`src/rtl/uart_irq_ctrl_if.sv`:
```
// UART interrupt-controller register-side bus: source events, IER enables, IRQ/IIR results.
// Pure signal bundle, no storage and no added latency.
// No backpressure: every strobe is a single-cycle event consumed by the controller.
interface uart_irq_ctrl_if #(
  parameter int FIFO_DEPTH = 16
);
  localparam int LW = $clog2(FIFO_DEPTH + 1);

  logic [3:0]    ier;
  logic          baud_out;
  logic [LW-1:0] rx_level;
  logic [LW-1:0] rx_trig_level;
  logic          rx_push;
  logic          rbr_rd;
  logic          ls_err;
  logic          lsr_rd;
  logic          thr_empty;
  logic          thr_wr;
  logic          msr_delta;
  logic          msr_rd;
  logic          iir_rd;
  logic          IRQ;
  logic [3:0]    iir;

  // Register file / UART datapath side: drives events, observes the interrupt result.
  modport master (
    output ier, baud_out, rx_level, rx_trig_level, rx_push, rbr_rd,
           ls_err, lsr_rd, thr_empty, thr_wr, msr_delta, msr_rd, iir_rd,
    input  IRQ, iir
  );

  // Interrupt controller side.
  modport slave (
    input  ier, baud_out, rx_level, rx_trig_level, rx_push, rbr_rd,
           ls_err, lsr_rd, thr_empty, thr_wr, msr_delta, msr_rd, iir_rd,
    output IRQ, iir
  );
endinterface

```
`src/rtl/uart_irq_ctrl.sv`:
```
// 16550-style interrupt controller: pending flags, IER masking, fixed priority, IRQ/IIR.
// IRQ and iir are registered and reflect a source event exactly one CLK later.
// No backpressure: strobes are consumed the cycle they arrive; set beats clear on collision.
module uart_irq_ctrl #(
  parameter int FIFO_DEPTH    = 16,
  parameter int TIMEOUT_TICKS = 640
) (
  input logic           CLK,
  input logic           RST,
  uart_irq_ctrl_if.slave bus
);
  localparam int              CW       = $clog2(TIMEOUT_TICKS + 1);
  localparam logic [CW-1:0]   T_MAX    = CW'(TIMEOUT_TICKS);
  localparam logic [CW-1:0]   T_LAST   = CW'(TIMEOUT_TICKS - 1);
  localparam logic [3:0]      IIR_NONE = 4'b0001;
  localparam logic [3:0]      IIR_RLS  = 4'b0110;
  localparam logic [3:0]      IIR_RDA  = 4'b0100;
  localparam logic [3:0]      IIR_CTI  = 4'b1100;
  localparam logic [3:0]      IIR_THRE = 4'b0010;
  localparam logic [3:0]      IIR_MS   = 4'b0000;

  logic          rls_q, cti_q, thre_q, ms_q;
  logic          thr_empty_q, ier1_q, irq_q;
  logic [CW-1:0] cnt_q;
  logic [3:0]    iir_q;

  logic          rls_d, rda_d, cti_d, thre_d, ms_d, irq_d;
  logic          cnt_zero, cti_set, thre_set, thre_clr;
  logic [CW-1:0] cnt_d;
  logic [3:0]    iir_d;

  // Next-state of every source plus priority encode of the enabled ones.
  // IRQ/iir are computed from the next flag values so they land one cycle after the event.
  always_comb begin
    cnt_zero = bus.rx_push | bus.rbr_rd | (bus.rx_level == '0);
    cnt_d    = cnt_q;
    if (cnt_zero)
      cnt_d = '0;
    else if (bus.baud_out && cnt_q != T_MAX)
      cnt_d = cnt_q + CW'(1);

    // Only the tick that carries the counter onto the limit fires; a saturated
    // counter does not re-arm a cleared timeout.
    cti_set = !cnt_zero && bus.baud_out && (cnt_q == T_LAST);

    rls_d = bus.ls_err | (rls_q & ~bus.lsr_rd);
    rda_d = (bus.rx_level >= bus.rx_trig_level);
    cti_d = cti_set | (cti_q & ~(bus.rbr_rd | bus.rx_push));

    thre_set = (bus.thr_empty & ~thr_empty_q) | (bus.ier[1] & ~ier1_q & bus.thr_empty);
    thre_clr = bus.thr_wr | (bus.iir_rd && iir_q == IIR_THRE);
    thre_d   = thre_set | (thre_q & ~thre_clr);

    ms_d = bus.msr_delta | (ms_q & ~bus.msr_rd);

    iir_d = IIR_NONE;
    irq_d = 1'b1;
    if (bus.ier[2] && rls_d)
      iir_d = IIR_RLS;
    else if (bus.ier[0] && rda_d)
      iir_d = IIR_RDA;
    else if (bus.ier[0] && cti_d)
      iir_d = IIR_CTI;
    else if (bus.ier[1] && thre_d)
      iir_d = IIR_THRE;
    else if (bus.ier[3] && ms_d)
      iir_d = IIR_MS;
    else
      irq_d = 1'b0;
  end

  // State register; reset overrides every set condition in the same cycle.
  always_ff @(posedge CLK) begin
    if (RST) begin
      rls_q       <= 1'b0;
      cti_q       <= 1'b0;
      thre_q      <= 1'b0;
      ms_q        <= 1'b0;
      cnt_q       <= '0;
      thr_empty_q <= 1'b1;
      ier1_q      <= 1'b0;
      irq_q       <= 1'b0;
      iir_q       <= IIR_NONE;
    end else begin
      rls_q       <= rls_d;
      cti_q       <= cti_d;
      thre_q      <= thre_d;
      ms_q        <= ms_d;
      cnt_q       <= cnt_d;
      thr_empty_q <= bus.thr_empty;
      ier1_q      <= bus.ier[1];
      irq_q       <= irq_d;
      iir_q       <= iir_d;
    end
  end

  assign bus.IRQ = irq_q;
  assign bus.iir = iir_q;
endmodule

```
`src/flat_wrapper.sv`:
```
// flat-port wrapper written by rule: the top's interface ports become plain ports
module uart_irq_ctrl_flat 
#(
  parameter int FIFO_DEPTH    = 16,
  parameter int TIMEOUT_TICKS = 640
)
  (CLK, RST, bus_ier, bus_baud_out, bus_rx_level, bus_rx_trig_level, bus_rx_push, bus_rbr_rd, bus_ls_err, bus_lsr_rd, bus_thr_empty, bus_thr_wr, bus_msr_delta, bus_msr_rd, bus_iir_rd, bus_IRQ, bus_iir);
  uart_irq_ctrl_if #(.FIFO_DEPTH(FIFO_DEPTH)) bus_i ();
  input logic CLK;
  input logic RST;
  input wire logic [$bits(bus_i.ier)-1:0] bus_ier;
  input wire logic [$bits(bus_i.baud_out)-1:0] bus_baud_out;
  input wire logic [$bits(bus_i.rx_level)-1:0] bus_rx_level;
  input wire logic [$bits(bus_i.rx_trig_level)-1:0] bus_rx_trig_level;
  input wire logic [$bits(bus_i.rx_push)-1:0] bus_rx_push;
  input wire logic [$bits(bus_i.rbr_rd)-1:0] bus_rbr_rd;
  input wire logic [$bits(bus_i.ls_err)-1:0] bus_ls_err;
  input wire logic [$bits(bus_i.lsr_rd)-1:0] bus_lsr_rd;
  input wire logic [$bits(bus_i.thr_empty)-1:0] bus_thr_empty;
  input wire logic [$bits(bus_i.thr_wr)-1:0] bus_thr_wr;
  input wire logic [$bits(bus_i.msr_delta)-1:0] bus_msr_delta;
  input wire logic [$bits(bus_i.msr_rd)-1:0] bus_msr_rd;
  input wire logic [$bits(bus_i.iir_rd)-1:0] bus_iir_rd;
  output wire logic [$bits(bus_i.IRQ)-1:0] bus_IRQ;
  output wire logic [$bits(bus_i.iir)-1:0] bus_iir;
  assign bus_i.ier = bus_ier;
  assign bus_i.baud_out = bus_baud_out;
  assign bus_i.rx_level = bus_rx_level;
  assign bus_i.rx_trig_level = bus_rx_trig_level;
  assign bus_i.rx_push = bus_rx_push;
  assign bus_i.rbr_rd = bus_rbr_rd;
  assign bus_i.ls_err = bus_ls_err;
  assign bus_i.lsr_rd = bus_lsr_rd;
  assign bus_i.thr_empty = bus_thr_empty;
  assign bus_i.thr_wr = bus_thr_wr;
  assign bus_i.msr_delta = bus_msr_delta;
  assign bus_i.msr_rd = bus_msr_rd;
  assign bus_i.iir_rd = bus_iir_rd;
  assign bus_IRQ = bus_i.IRQ;
  assign bus_iir = bus_i.iir;
  uart_irq_ctrl #(.FIFO_DEPTH(FIFO_DEPTH), .TIMEOUT_TICKS(TIMEOUT_TICKS)) u_core (.CLK(CLK), .RST(RST), .bus(bus_i));
endmodule
```
`config.mk`:
```
export PLATFORM = sky130hd
export DESIGN_NAME = uart_irq_ctrl_flat
export DESIGN_NICKNAME = d
export VERILOG_FILES = /design/src/rtl/uart_irq_ctrl_if.sv /design/src/rtl/uart_irq_ctrl.sv /design/src/flat_wrapper.sv
export SDC_FILE = /design/constraint.sdc
export NUM_CORES = 1
export LEC_CHECK = 0
export ABC_CLOCK_PERIOD_IN_PS = 2200
export CORE_MARGIN = 2
export CORE_UTILIZATION = 46
export CTS_CLUSTER_SIZE = 10
export DETAILED_ROUTE_END_ITERATION = 7
export GPL_TIMING_DRIVEN = 0
export PLACE_DENSITY = 0.84
export REMOVE_ABC_BUFFERS = 1
export SYNTH_ARGS = -nofsm -noshare
export SYNTH_HDL_FRONTEND = slang
export SYNTH_SLANG_ARGS = --single-unit
```
`constraint.sdc`:
```
create_clock -name CLK -period 2.2 [get_ports CLK]
set_input_delay 0.44 -clock CLK [delete_from_list [all_inputs] [get_ports CLK]]
set_output_delay 0.44 -clock CLK [all_outputs]
set_load 0.01 [all_outputs]
```
* Word level (Yosys, flattened, before mapping) *
Index checks and enable logic that the tools add are counted.

storage, ports and cells
  register bits after elaboration = 21
  input port bits = 26
  output and inout bits = 5

operators by class
  add/subtract/negate cells = 1
  order comparisons = 1
  equal/unequal tests = 3
  multiplexer cells = 10
  bitwise gates (word level) = 21
  reductions and logical operators = 13

operators with widths
  cell                                                                    number
  10-bit by 1-bit adder with 10-bit output (second input constant)        1
  10-bit equality test (second input constant)                            1
  10-bit inequality test (second input constant)                          1
  1-bit logical AND                                                       9
  4-bit 2-to-1 mux                                                        2
  1-bit OR                                                                8
  1-bit bitwise AND                                                       7
  1-bit 2-to-1 mux                                                        6
  3-bit 2-to-1 mux                                                        2
  1-bit inverter                                                          6
  5-bit greater-or-equal comparator                                       1
  5-bit logical NOT                                                       1
  4-bit by 2-bit equality test with 1-bit output (second input constant)  1
  3-bit OR reduction                                                      1
  2-bit OR reduction                                                      1
  1-bit logical NOT                                                       1

* Logic depth before layout (Yosys ltp) *
Gate-level depths: netlist of the first run.

  word-level depth = 11
  gate-level depth with buffers = 7
  mapped depth without buffers = 7

* Worst setup path after synthesis of the first run *
OpenSTA, ideal clock, no wires.

  path kind = input to register
  start = input bus_rx_level[1]
  end = register u_core.irq_q, in the netlist u_core.bus.IRQ
  library setup time = 0.130 ns
  arrival = 1.523 ns
  data required time = 2.070 ns
  path slack = 0.547 ns
  stages = 5
  path through = or4_1 o21ai_2 o21ai_2 nor3_2 a21oi_1

between the ends
  longest elaborated chain between the ends = 10
  elaborated cells between the ends (all ways) = 12

RTL lines
  what                             line                 source
  from (decl)                      flat_wrapper.sv:13   input wire logic [$bits(bus_i.rx_level)-1:0] bus_rx_level;
  5-bit logical NOT                uart_irq_ctrl.sv:35  cnt_zero = bus.rx_push | bus.rbr_rd | (bus.rx_level == '0);
  1-bit OR                         uart_irq_ctrl.sv:35
  1-bit logical NOT                uart_irq_ctrl.sv:44  cti_set = !cnt_zero && bus.baud_out && (cnt_q == T_LAST);
  1-bit logical AND (2 in series)  uart_irq_ctrl.sv:44
  1-bit OR                         uart_irq_ctrl.sv:48  cti_d = cti_set | (cti_q & ~(bus.rbr_rd | bus.rx_push));
  1-bit logical AND                uart_irq_ctrl.sv:62  else if (bus.ier[0] && cti_d)
  1-bit 2-to-1 mux                 uart_irq_ctrl.sv:62
  1-bit 2-to-1 mux *               uart_irq_ctrl.sv:60  else if (bus.ier[0] && rda_d)
  1-bit 2-to-1 mux *               uart_irq_ctrl.sv:58  if (bus.ier[2] && rls_d)
  to (signal assigned)             uart_irq_ctrl.sv:92  irq_q <= irq_d;
  to (decl)                        uart_irq_ctrl.sv:23  logic thr_empty_q, ier1_q, irq_q;

Mark *: on every way between the ends. The rest lies on a longest branch, timed or not.
A chain may end at the register's enable or synchronous reset.

* Worst setup path in the final report of the first run *
  start = input bus_rx_level[0]
  end = register u_core.iir_q[1], in the netlist u_core.bus.iir[1]

between the ends
  longest elaborated chain between the ends = 10
  elaborated cells between the ends (all ways) = 12

RTL lines
  what                             line                 source
  5-bit logical NOT                uart_irq_ctrl.sv:35
  1-bit OR                         uart_irq_ctrl.sv:35
  1-bit logical NOT                uart_irq_ctrl.sv:44
  1-bit logical AND (2 in series)  uart_irq_ctrl.sv:44
  1-bit OR                         uart_irq_ctrl.sv:48
  1-bit logical AND                uart_irq_ctrl.sv:62
  4-bit 2-to-1 mux                 uart_irq_ctrl.sv:62
  3-bit 2-to-1 mux *               uart_irq_ctrl.sv:60
  3-bit 2-to-1 mux *               uart_irq_ctrl.sv:58
  to (signal assigned)             uart_irq_ctrl.sv:93  iir_q <= iir_d;
  to (decl)                        uart_irq_ctrl.sv:25  logic [3:0] iir_q;

Marked as above.

==> results of run 1 <==
-- power groups by stage --
| stage | Combinational [W] | Sequential (W) | Clock [W] |
|---|---|---|---|
| 2_1_floorplan | 0.0000491 | 0.000409 | 0 |
| 3_5_place_dp | 0.000126 | 0.000407 | 0 |
| 3_3_place_gp | 0.000121 | 0.000406 | 0 |
| 6_report | 0.000125 | 0.000398 | 0.000186 |
| 4_1_cts | 0.000127 | 0.000398 | 0.000194 |
| 5_1_grt | 0.000139 | 0.000400 | 0.000209 |
-- flip-flops by register name, indices dropped and copies added, names as in the netlist --
| signal | count |
|---|---|
| u_core.cnt_q | 10 |
| u_core.bus.iir | 4 |
| u_core.bus.IRQ | 1 |
| u_core.cti_q | 1 |
| u_core.ier1_q | 1 |
| u_core.ms_q | 1 |
| u_core.rls_q | 1 |
| u_core.thr_empty_q | 1 |
| u_core.thre_q | 1 |
-- Yosys cell counts (3+ instances only) --
library cell  instances  area share (%)
a21oi_1               5             2.3
nand4_1               5             2.9
ha_1                  7             8.1
nor2_1               14             4.9
a21o_1                3             2.1
xor2_1                5             4.1
nor2b_1               3             1.7
o21ai_2               3             2.4
dfxtp_1              21              39
inv_1                12             4.2
o21ai_0               3             1.4
nand2_1               8             2.8
-- cell families (layout without fill, tap and decap cells) --
logic type,after synthesis,in the layout,share of synthesized area [%]
simple gates,50,50,27.6
compound gates,21,21,14.1
flops,21,21,39.0
buf+inv,13,46,4.53
fa+ha+maj,7,7,8.13
xor+xnor,7,7,5.69
mux,1,1,0.929
-- per-stage QoR --
stage / total power (W) / cells / setup WS (ns)
floorplan: 0.000458 / 119 / 0.551
global placement: 0.000528 / 177 / -0.0646
detailed placement: 0.000533 / 177 / -0.106
CTS: 0.000719 / 181 / 0.227
global route: 0.000748 / 181 / 0.157
finish: 0.000710 / 181 / 0.243
-- per-layer routing --
layer  track usage, %  vias to the layer above  part of all wire, %
li1                 -                      484                    -
met1             18.7                      441                   42
met2             34.4                       24                   52
met3             5.43                        4                  5.3
met4             5.13                        0                 0.81
met5                0                        -                    0
-- layout make-up --
cell class / instances / area, um2 / area share [%]
multi-input cells: 86 / 608 / 42.3
clock inverters: 1 / 5.00 / 0.348
flip-flops and latches: 21 / 420 / 29.3
clock buffers: 3 / 22.5 / 1.57
repair buffers: 30 / 300 / 20.9
inverters: 12 / 45.0 / 3.14
well taps: 28 / 35.0 / 2.44
-- final timing paths --
kind / startpoint / slack (ns) / to
setup reg to reg: u_core.cnt_q[0] / 0.44 / u_core.bus.iir[1]
hold / removal: u_core.thre_q / 0.51 / u_core.thre_q
hold reg to reg: u_core.thre_q / 0.51 / u_core.thre_q
setup / recovery: bus_rx_level[0] / 0.24 / u_core.bus.iir[1]
-- worst register-to-register path: cells and delay by family, from the launching register on --
kind                       cells  cell delay, ns
adders and majority gates      1            0.25
DFF                            1            0.40
AOI/OAI and AO/OA              2            0.36
and+or+nand+nor                3            0.64
==> flow_metrics.tcl, run 1 <==
set metrics [dict create \
    status "complete, no violations" \
    grt_pass1_vias 930 \
    cts_tree "built" \
    finalMaxSlewViolations 0 \
    max_stage_delay_ns 0.55 \
    avgRoutedWirePerCell_um 12.3 \
    worstSetupPathType "input port to register" \
    grt_pass1_wl_mm 3.68 \
    via_per_inst 5.27 \
    p_seq_share_pct 56.2 \
    crit_fanout 4 \
    nets 187 \
    drc 0 \
    hold_path.class "register to register" \
    floorplan.rows 17 \
    most-common-layout-cells "30 x clkdlybuf4s50_1, 21 x dfxtp_1, 14 x nor2_1" \
    cp.depth 8 \
    wl_mm 2.22 \
    yosysSeqAreaShare_pct 39.0 \
    p_sw_share_pct 24.2 \
    arrival_ns 2.17 \
    yosysUniqueCellTypes 38 \
    pin_count 31 \
    cts-resized-gates 0 \
    postSynth.asyncResetShare_pct 0 \
    clk_path_buf_depth 2 \
    fin_tns_setup_ns 0 \
    hold_depth 2 \
    p_comb_share_pct 17.7 \
    n_fill_cell 188 \
    synth_edf_count 0 \
    drive_above_1_share_pct 9.80 \
    ir_worst_vdd_mv 0.354 \
    gp_congestion 0.829 \
    setup_viol 0 \
    drtPass1Iterations 4 \
    ys_ff_latch 21 \
    final_hold_viol_count 0 \
    area.growth.synth_to_final_pct 33.3 \
    ant_nets 0 \
    hold_slack_ns 0.506 \
    avgSynthCellArea_um2 8.98 \
    cts.clk_slew.worst_paths_ns 0.11 \
    cp_cell_sequence "clkdlybuf4s50_1, inv_1, ha_1, nand2b_1, a31oi_1, o22ai_1, nor3_1, o21ba_1" \
    placed_cell_area_um2 1410 \
    worstMarginPinSlew_ns 0.450 \
    htree_levels 1 \
    cp.required_ns 2.42 \
    diodes 0 \
    antenna_found_initial 0 \
    pwr-share-clk_pct 26.2 \
    vias 953 \
    die_h_um 52.4 \
    rsz0062_at_grt "false" \
    design.die.area_um2 2750 \
    dieWidth_um 52.4 \
    cp_slowest_cell "clkdlybuf4s50_1" \
    p_per_area_nw_per_um2 494 \
    cp_num_buf_inv 2 \
    cts_setup_buffers 0 \
    start_kind "input port" \
    reg2reg_depth 6 \
    netlist_area_um2 1080 \
    yosysWarnings 0 \
    power_switching_w 0.000172 \
    slew_headroom_pct 70.0 \
    fmax_mhz 511 \
    io_buffers 30 \
    drt_iter0_drc 12 \
    core_area_um2 2210 \
    finish.instance_area_um2 1440 \
    syn_inst 120 \
    synth_flop_cell "dfxtp_1" \
    cts_root_buffer "clkbuf_4" \
    fin_crit_sh_pct 89.0 \
    clock_skew_ns 0.00112 \
    cts_buffers 3 \
    cp_top_family "compound AO/OA/AOI/OAI gates" \
    grt_max_degree 13 \
    min_period_ns 1.96 \
    initial_core_util_pct 48.7 \
    cellLeakagePower_nw 0.564 \
    worstSetupEndpointType "register" \
    maxCapViolCount 0 \
    dpl.hpwl_mm 1.79 \
    clock_latency_ns 0.31 \
    track_usage_pct 18.0 \
    overflow 0 \
    cts_hold_buf 0 \
    final_util_pct 64.9 \
    clock-sinks 21 \
    p_int_w 0.000538 \
    final_common_cell "clkdlybuf4s50_1" \
]
No activity file was read; power rests on OpenSTA's default activity.
==> inputs of run 2 (changes only) <==
ABC_AREA = 1   (was default)
ABC_CLOCK_PERIOD_IN_PS = 2300   (was 2200)
CORE_UTILIZATION = 51   (was 46)
PLACE_DENSITY = 0.9   (was 0.84)
clock period = 2.3 ns   (was 2.2 ns; I/O delays follow)
==> flow_metrics.tcl, run 2 <==
set metrics [dict create \
    netlist_area_um2 1150 \
    finalMaxSlewViolations 0 \
    top_layer_used "met4" \
    drive_above_1_share_pct 3.92 \
    cts_hold_buf 0 \
    via_per_inst 4.88 \
    reg2reg_setup_slack_ns 0.75 \
    crit_start "bus_rx_trig_level[4]" \
    slew_headroom_pct 76.4 \
    clk_path_buf_depth 2 \
    fin_crit_sh_pct 84.1 \
    status "complete, no violations" \
    design.die.area_um2 2660 \
    rsz0062_at_grt "false" \
    avgSynthCellArea_um2 6.71 \
    ir_worst_vdd_mv 0.291 \
    cts_setup_buffers 0 \
    n_fill_cell 181 \
    cp.required_ns 2.50 \
    grt_max_degree 13 \
    placed_cell_area_um2 1480 \
    largest_reg_flops 10 \
    most-common-layout-cells "39 x nand2_1, 30 x clkdlybuf4s50_1, 28 x inv_1" \
    dpl.hpwl_mm 2.04 \
    crit_fanout 3 \
    overflow 0 \
    vias 1132 \
    regArea_um2 420 \
    dieWidth_um 51.6 \
    multiInputGateArea_um2 614 \
    final_common_cell "nand2_1" \
    synth_area_leaders "dfxtp_1 36%, nand2_1 13%, inv_1 9.1%" \
    initial_core_util_pct 53.2 \
    syn_inst 172 \
    cellLeakagePower_nw 0.670 \
    start_kind "input port" \
    worstSetupEndpointType "register" \
    grt_pass1_wl_mm 4.47 \
    setup_viol 0 \
    area.growth.synth_to_final_pct 30.0 \
    synth_flop_cell "dfxtp_1" \
    clock_latency_ns 0.31 \
    r2r-end "u_core.cnt_q[9]" \
    synth_common_cells "39 x nand2_1, 28 x inv_1, 24 x nor2_1, 21 x dfxtp_1, 17 x a21oi_1" \
    p_per_area_nw_per_um2 458 \
    cts.clk_slew.worst_paths_ns 0.11 \
    yosysSeqAreaShare_pct 36.4 \
    regMostFlops "u_core.cnt_q" \
    cts_root_buffer "clkbuf_4" \
    wl_mm 2.60 \
    clock_skew_ns 0.00121 \
    worstSetupPathType "input port to register" \
    final_hold_viol_count 0 \
    rr_startpoint "u_core.cnt_q[0]" \
    synth_largest_area_cell "dfxtp_1" \
    cts_buffers 3 \
    hold_depth 2 \
    reg2reg_depth 7 \
    core_area_um2 2170 \
    synth_top_area_share_pct 36.4 \
    floorplan.rows 17 \
    fin_tns_setup_ns 0 \
    yosysUniqueCellTypes 20 \
    postSynth.asyncResetShare_pct 0 \
    die_h_um 51.6 \
    drtPass1Iterations 4 \
    wl_met1_mm 1.07 \
    clock-sinks 21 \
    min_period_ns 1.93 \
    final_util_pct 69.2 \
    arrival_ns 2.13 \
    drc 0 \
    htree_levels 1 \
    nets 238 \
    avgRoutedWirePerCell_um 11.2 \
    gp_congestion 0.895 \
    maxCapViolCount 0 \
    diodes 0 \
    route.met3.wl_um 94 \
    ant_nets 0 \
    synth.most_common_cell "nand2_1" \
    drt_iter0_drc 52 \
    wl_met2_mm 1.37 \
    yosysWarnings 0 \
    track_usage_pct 22.4 \
    cp-endpoint "u_core.bus.IRQ" \
    finish.instance_area_um2 1500 \
    synth_edf_count 0 \
    cts_tree "built" \
    pin_count 31 \
    io_buffers 30 \
    antenna_found_initial 0 \
    fmax_mhz 517 \
    ys_ff_latch 21 \
    cts-resized-gates 0 \
    worstMarginPinSlew_ns 0.351 \
    hold_path.class "register to register" \
    grt_pass1_vias 1133 \
]
## run 2: cell types whose count changed in the layout (fill, tap and decap cells not counted), moves of 5 or more
cell / delta
nand3_1: +7
inv_1: +16
a21oi_1: +12
nor2_1: +10
o21ai_0: +5
nand2_1: +31
## run 2: worst min path at each step
stage / start / endpoint / slack, ns
2_1_floorplan: u_core.cti_q / u_core.cti_q / 0.44
3_3_place_gp: u_core.cti_q / u_core.cti_q / 0.46
3_5_place_dp: u_core.cti_q / u_core.cti_q / 0.48
4_1_cts: u_core.cti_q / u_core.cti_q / 0.50
5_1_grt: u_core.cti_q / u_core.cti_q / 0.54
6_report: u_core.cti_q / u_core.cti_q / 0.49
## run 2: layout make-up
type,instances,share of cell area (%)
tap,28,2.33
clock buffer,4,1.75
inverter,28,7.00
multi-input combinational,121,40.9
sequential,21,28.0
timing repair buffer,30,20.0
## run 2: metal layers
| layer | track usage (%) | vias up |
|---|---|---|
| li1 | - | 603 |
| met2 | 40.6 | 35 |
| met1 | 24.5 | 487 |
| met3 | 3.45 | 7 |
| met4 | 12.7 | 0 |
| met5 | 0 | - |
## run 2: report_power, final
group / switching (W) / internal, W
clock network: 0.000112 / 0.0000678
logic: 0.0000553 / 0.0000709
registers: 0.00000538 / 0.000377
total: 0.000173 / 0.000515
## run 2: critical path, cell delays in order
cell and delay, ns:
clkdlybuf4s50_1 0.45, inv_1 0.04, ha_1 0.30, nand2_1 0.09, nor2_1 0.05, o21ai_0 0.06
nand2_1 0.06, o21ai_0 0.30, nand2_1 0.13, nand2_1 0.10, nand3_1 0.09
## run 2: through the flow
stage / total power [W] / setup slack, ns / std cells / hold slack, ns
2_1_floorplan: 0.000441 / 0.735 / 170 / 0.445
3_3_place_gp: 0.000509 / 0.120 / 228 / 0.459
3_5_place_dp: 0.000516 / 0.0567 / 228 / 0.482
4_1_cts: 0.000691 / 0.371 / 232 / 0.498
5_1_grt: 0.000730 / 0.210 / 232 / 0.539
6_report: 0.000688 / 0.365 / 232 / 0.491
## run 2: kinds of logic (layout without fill, tap and decap cells)
group                      count (synthesis)  count (layout)  synth area share (%)
adders and majority gates                  7               7                  7.58
buffers and inverters                     30              62                  10.4
xor gates and xnor gates                   5               5                  3.79
DFF                                       21              21                  36.4
AOI/OAI and AO/OA                         27              27                  12.2
and+or+nand+nor                           82              82                  29.6
==> RTL change 1 (settings of run 1) <==
`TIMEOUT_TICKS` is set to 640 in 2 places; all go to 2560.
--- a/src/rtl/uart_irq_ctrl.sv
+++ b/src/rtl/uart_irq_ctrl.sv
@@ -3,7 +3,7 @@
 // No backpressure: strobes are consumed the cycle they arrive; set beats clear on collision.
 module uart_irq_ctrl #(
   parameter int FIFO_DEPTH    = 16,
-  parameter int TIMEOUT_TICKS = 640
+  parameter int TIMEOUT_TICKS = 2560
 ) (
   input logic           CLK,
   input logic           RST,
--- a/src/flat_wrapper.sv
+++ b/src/flat_wrapper.sv
@@ -2,7 +2,7 @@
 module uart_irq_ctrl_flat 
 #(
   parameter int FIFO_DEPTH    = 16,
-  parameter int TIMEOUT_TICKS = 640
+  parameter int TIMEOUT_TICKS = 2560
 )
   (CLK, RST, bus_ier, bus_baud_out, bus_rx_level, bus_rx_trig_level, bus_rx_push, bus_rbr_rd, bus_ls_err, bus_lsr_rd, bus_thr_empty, bus_thr_wr, bus_msr_delta, bus_msr_rd, bus_iir_rd, bus_IRQ, bus_iir);
   uart_irq_ctrl_if #(.FIFO_DEPTH(FIFO_DEPTH)) bus_i ();
Behaviour: same outputs for any inputs over 10 cycles, from zero or initial values and one cycle with RST high; that may be too few to reach the edited logic, so the function may still have changed.
==> RTL change 1 against run 1 <==
Clock power rose by 5%. Final area rose by 12%. Area after synthesis rose by 15%. Setup slack improved by 16 ps. Routed wire length rose by 22%. Register-to-register slack improved by 70 ps. Total power rose by 8.3%. Fmax rose by 0.82%. Sequential cell count rose by 2.
==> RTL change 1: results (changes against run 1) <==
{| class="wikitable"
! Metric !! Value
|-
| Run status || completed (unchanged)
|-
| Global Route Usage Sum || 0.188 (was 0.180)
|-
| Total cell area at the placement stage || 1570 sq um (was 1410 sq um)
|-
| Sw power || 0.187 mW (was 0.172 mW)
|-
| Average wire per cell in the routed design || 13.2 um (was 12.3 um)
|-
| Number of combinational gates with multiple inputs || 100 (was 86)
|-
| Vias in the first global route || 1162 (was 930)
|-
| Xor-xnor portion of the synthesized cell area || 0.0565 (was 0.0569)
|-
| Master of the slowest instance on the critical path || sky130_fd_sc_hd__or4_4 (was sky130_fd_sc_hd__clkdlybuf4s50_1)
|-
| Clock tree buffer count of the final layout || 4 (was 3)
|-
| Area of the multi-input gates || 711 sq um (was 608 sq um)
|-
| Adder-cell share of the synthesized area || 0.0706 (was 0.0813)
|-
| Leakage power summed over all cells || 0.618 nW (was 0.564 nW)
|-
| Register-to-register setup slack || 510 ps (was 440 ps)
|-
| Routed via count || 1141 (was 953)
|-
| Area fraction in compound gates after synthesis || 0.186 (was 0.141)
|-
| Multiplexer share of the synthesized area || 0.00807 (was 0.00929)
|-
| Vias/cell || 5.57 (was 5.27)
|-
| Share of cells above drive strength 1 || 0.0629 (was 0.0980)
|-
| Area of all sequential standard cells || 460 sq um (was 420 sq um)
|-
| Top cells by count, synth || 23 x sky130_fd_sc_hd__dfxtp_1, 18 x sky130_fd_sc_hd__inv_1, 16 x sky130_fd_sc_hd__nor2_1 (was 21 x sky130_fd_sc_hd__dfxtp_1, 14 x sky130_fd_sc_hd__nor2_1, 12 x sky130_fd_sc_hd__inv_1)
|-
| Slew at the pin with the worst max-slew slack || 531 ps (was 450 ps)
|-
| Power density normalized to cell area || 479 nW/um^2 (was 494 nW/um^2)
|-
| Total placed cells including tap cells || 201 (was 177)
|-
| Mapped Cells || 142 (was 120)
|-
| Half-perimeter wire length after detailed placement || 2.18 mm (was 1.79 mm)
|-
| Worst ir drop on vdd || 0.357 mV (was 0.354 mV)
|-
| Final-layout fill cell count || 214 (was 188)
|-
| Final clock-cell share || 0.0164 (was 0.0192)
|-
| Final weighted congestion of routability-driven global placement || 0.832 (was 0.829)
|}
## RTL change 1: cell types whose count changed after synthesis, sizes merged, moves of 3 or more
cell	before	now
nand4	6	3
inv	12	18
nand3	1	5
xnor2	2	7
a311oi	0	3
xor2	5	1
nor3	3	7
a211o	0	3
## RTL change 1: cells by family after synthesis
kind of cell / after synthesis
buffers and inverters: 19
xor gates and xnor gates: 8
and+or+nand+nor: 55
adders and majority gates: 7
AOI/OAI and AO/OA: 29
muxes: 1
DFF: 23
## RTL change 1: how the worst min path moves through the flow
stage	start	to	slack [ps]	cells past startpoint
after global placement	u_core.cti_q	u_core.cti_q	500	2
after floorplan	u_core.cti_q	u_core.cti_q	480	2
after detailed placement	u_core.cti_q	u_core.cti_q	520	2
after CTS	u_core.cti_q	u_core.cti_q	550	2
after global routing	u_core.cti_q	u_core.cti_q	570	2
final	u_core.cti_q	u_core.cti_q	540	2
## RTL change 1: worst max-delay path, delay by kind of cell
kind / cells / cell delay [ps]
AOI/OAI and AO/OA: 3 / 710
and+or+nand+nor: 1 / 550
buffers and inverters: 1 / 420
## RTL change 1: metrics by stage
stage | setup TNS [ps] | utilization | setup WS [ps] | power [mW]
finish | 0 | 0.635 | 259 | 0.768
global route | 0 | 0.635 | 204 | 0.807
CTS | 0 | 0.634 | 78.2 | 0.777
detailed placement | -6990 | 0.624 | -637 | 0.581
global placement | -5900 | 0.624 | -554 | 0.578
floorplan | 0 | - | 206 | 0.501
## RTL change 1: metal layers
layer | track usage | routed length [um] | vias to the layer above | part of all wire
li1 | - | - | 574 | -
met1 | 0.207 | 1160 | 524 | 0.43
met2 | 0.335 | 1320 | 35 | 0.49
met3 | 0.0605 | 173 | 8 | 0.064
met4 | 0.0714 | 57 | 0 | 0.021
met5 | 0 | 0 | - | 0
==> RTL change 2 (config.mk and constraints of run 1) <==
Made on the original files. Compare `cnt_q` against `T_LAST` with >= in place of ==.
--- a/src/rtl/uart_irq_ctrl.sv
+++ b/src/rtl/uart_irq_ctrl.sv
@@ -41,7 +41,7 @@
 
     // Only the tick that carries the counter onto the limit fires; a saturated
     // counter does not re-arm a cleared timeout.
-    cti_set = !cnt_zero && bus.baud_out && (cnt_q == T_LAST);
+    cti_set = !cnt_zero && bus.baud_out && (cnt_q >= T_LAST);
 
     rls_d = bus.ls_err | (rls_q & ~bus.lsr_rd);
     rda_d = (bus.rx_level >= bus.rx_trig_level);
Behaviour: same outputs for any inputs over 10 cycles, from zero or initial values and one cycle with RST high; that may be too few to reach the edited logic, so the function may still have changed.
==> RTL change 2 against run 1 <==
Final area decreased by 1.0%. Largest cell class unchanged. Largest power group unchanged. Setup slack improved by 8.6 ps. Non-clock buffer count unchanged. Routed wire length decreased by 6.3%. Total power decreased by 1.7%. Sequential cell count unchanged. Critical path type unchanged. Area after synthesis decreased by 1.3%.
==> RTL change 2: results (changes against run 1) <==
{| class="wikitable"
! Metric !! Value
|-
| Run status || completed (unchanged)
|-
| FF-to-FF path depth || 5 (was 6)
|-
| Number of cells in the finished layout apart from fillers || 180 (was 181)
|-
| Highest Clock Rate || 513 MHz (was 511 MHz)
|-
| Worst path max stage delay || 450 ps (was 550 ps)
|-
| Slew at the pin with the worst max-slew slack || 419 ps (was 450 ps)
|-
| Biggest area contributors in the synthesized netlist || sky130_fd_sc_hd__dfxtp_1 40%, sky130_fd_sc_hd__ha_1 8.2%, sky130_fd_sc_hd__nor2_1 5.6%, sky130_fd_sc_hd__inv_1 3.9%, sky130_fd_sc_hd__xnor2_1 3.3% (was sky130_fd_sc_hd__dfxtp_1 39%, sky130_fd_sc_hd__ha_1 8.1%, sky130_fd_sc_hd__nor2_1 4.9%, sky130_fd_sc_hd__inv_1 4.2%, sky130_fd_sc_hd__xor2_1 4.1%)
|-
| Final-layout worst hold slack || 516 ps (was 506 ps)
|-
| Global-route wire length before repair || 3.57 mm (was 3.68 mm)
|-
| Latest clock arrival within the worst-skew pair || 290 ps (was 310 ps)
|-
| Share of cells above drive strength 1 || 0.0526 (was 0.0980)
|-
| Global Route Usage Sum || 0.174 (was 0.180)
|-
| Total cell area at the placement stage || 1390 sq um (was 1410 sq um)
|-
| Critical hold path startpoint || u_core.cti_q (was u_core.thre_q)
|-
| End point of the worst hold path || u_core.cti_q (was u_core.thre_q)
|-
| Worst Setup EP || u_core.bus.IRQ (was u_core.bus.iir[1])
|-
| Vias in the first global route || 850 (was 930)
|-
| Worst ir drop on vdd || 0.354 mV (about the same)
|-
| Average wire per cell in the routed design || 11.6 um (was 12.3 um)
|-
| Total Nets Final || 186 (was 187)
|-
| Top cells by count, synth || 21 x sky130_fd_sc_hd__dfxtp_1, 16 x sky130_fd_sc_hd__nor2_1, 11 x sky130_fd_sc_hd__inv_1 (was 21 x sky130_fd_sc_hd__dfxtp_1, 14 x sky130_fd_sc_hd__nor2_1, 12 x sky130_fd_sc_hd__inv_1)
|-
| Post-route clock skew || 7.13 ps (was 1.12 ps)
|-
| Sequential fraction of the synthesis area || 0.395 (was 0.390)
|-
| Largest net degree at the start of global routing || 12 (was 13)
|-
| Worst hold stages || 1 (was 2)
|-
| Routed via count || 930 (was 953)
|}
-- RTL change 2: routing by layer --
layer | vias to the layer above | global-route usage | routed length (um)
li1 | 488 | - | -
met4 | 0 | 0.0395 | 0
met5 | - | 0 | 0
met1 | 421 | 0.214 | 934
met3 | 0 | 0.0287 | 111
met2 | 21 | 0.314 | 1040
-- RTL change 2: report_power, final --
part / total (mW) / switching (mW) / internal, mW
clock network: 0.176 / 0.106 / 0.0704
registers: 0.397 / 0.00439 / 0.393
logic: 0.124 / 0.0473 / 0.0765
-- RTL change 2: kinds of logic after synthesis --
family	synth area share
adders and majority gates	0.0823
AOI/OAI and AO/OA	0.161
xor gates and xnor gates	0.0659
muxes	0.00941
and+or+nand+nor	0.239
DFF	0.395
buffers and inverters	0.0471
-- RTL change 2: layout make-up --
class,count,area [sq um]
Multi-Input combinational cell,86,598
Clock buffer,4,26.3
Timing Repair Buffer,30,300
Sequential cell,21,420
Tap cell,28,35.0
Fill cell,184,769
Inverter,11,41.3
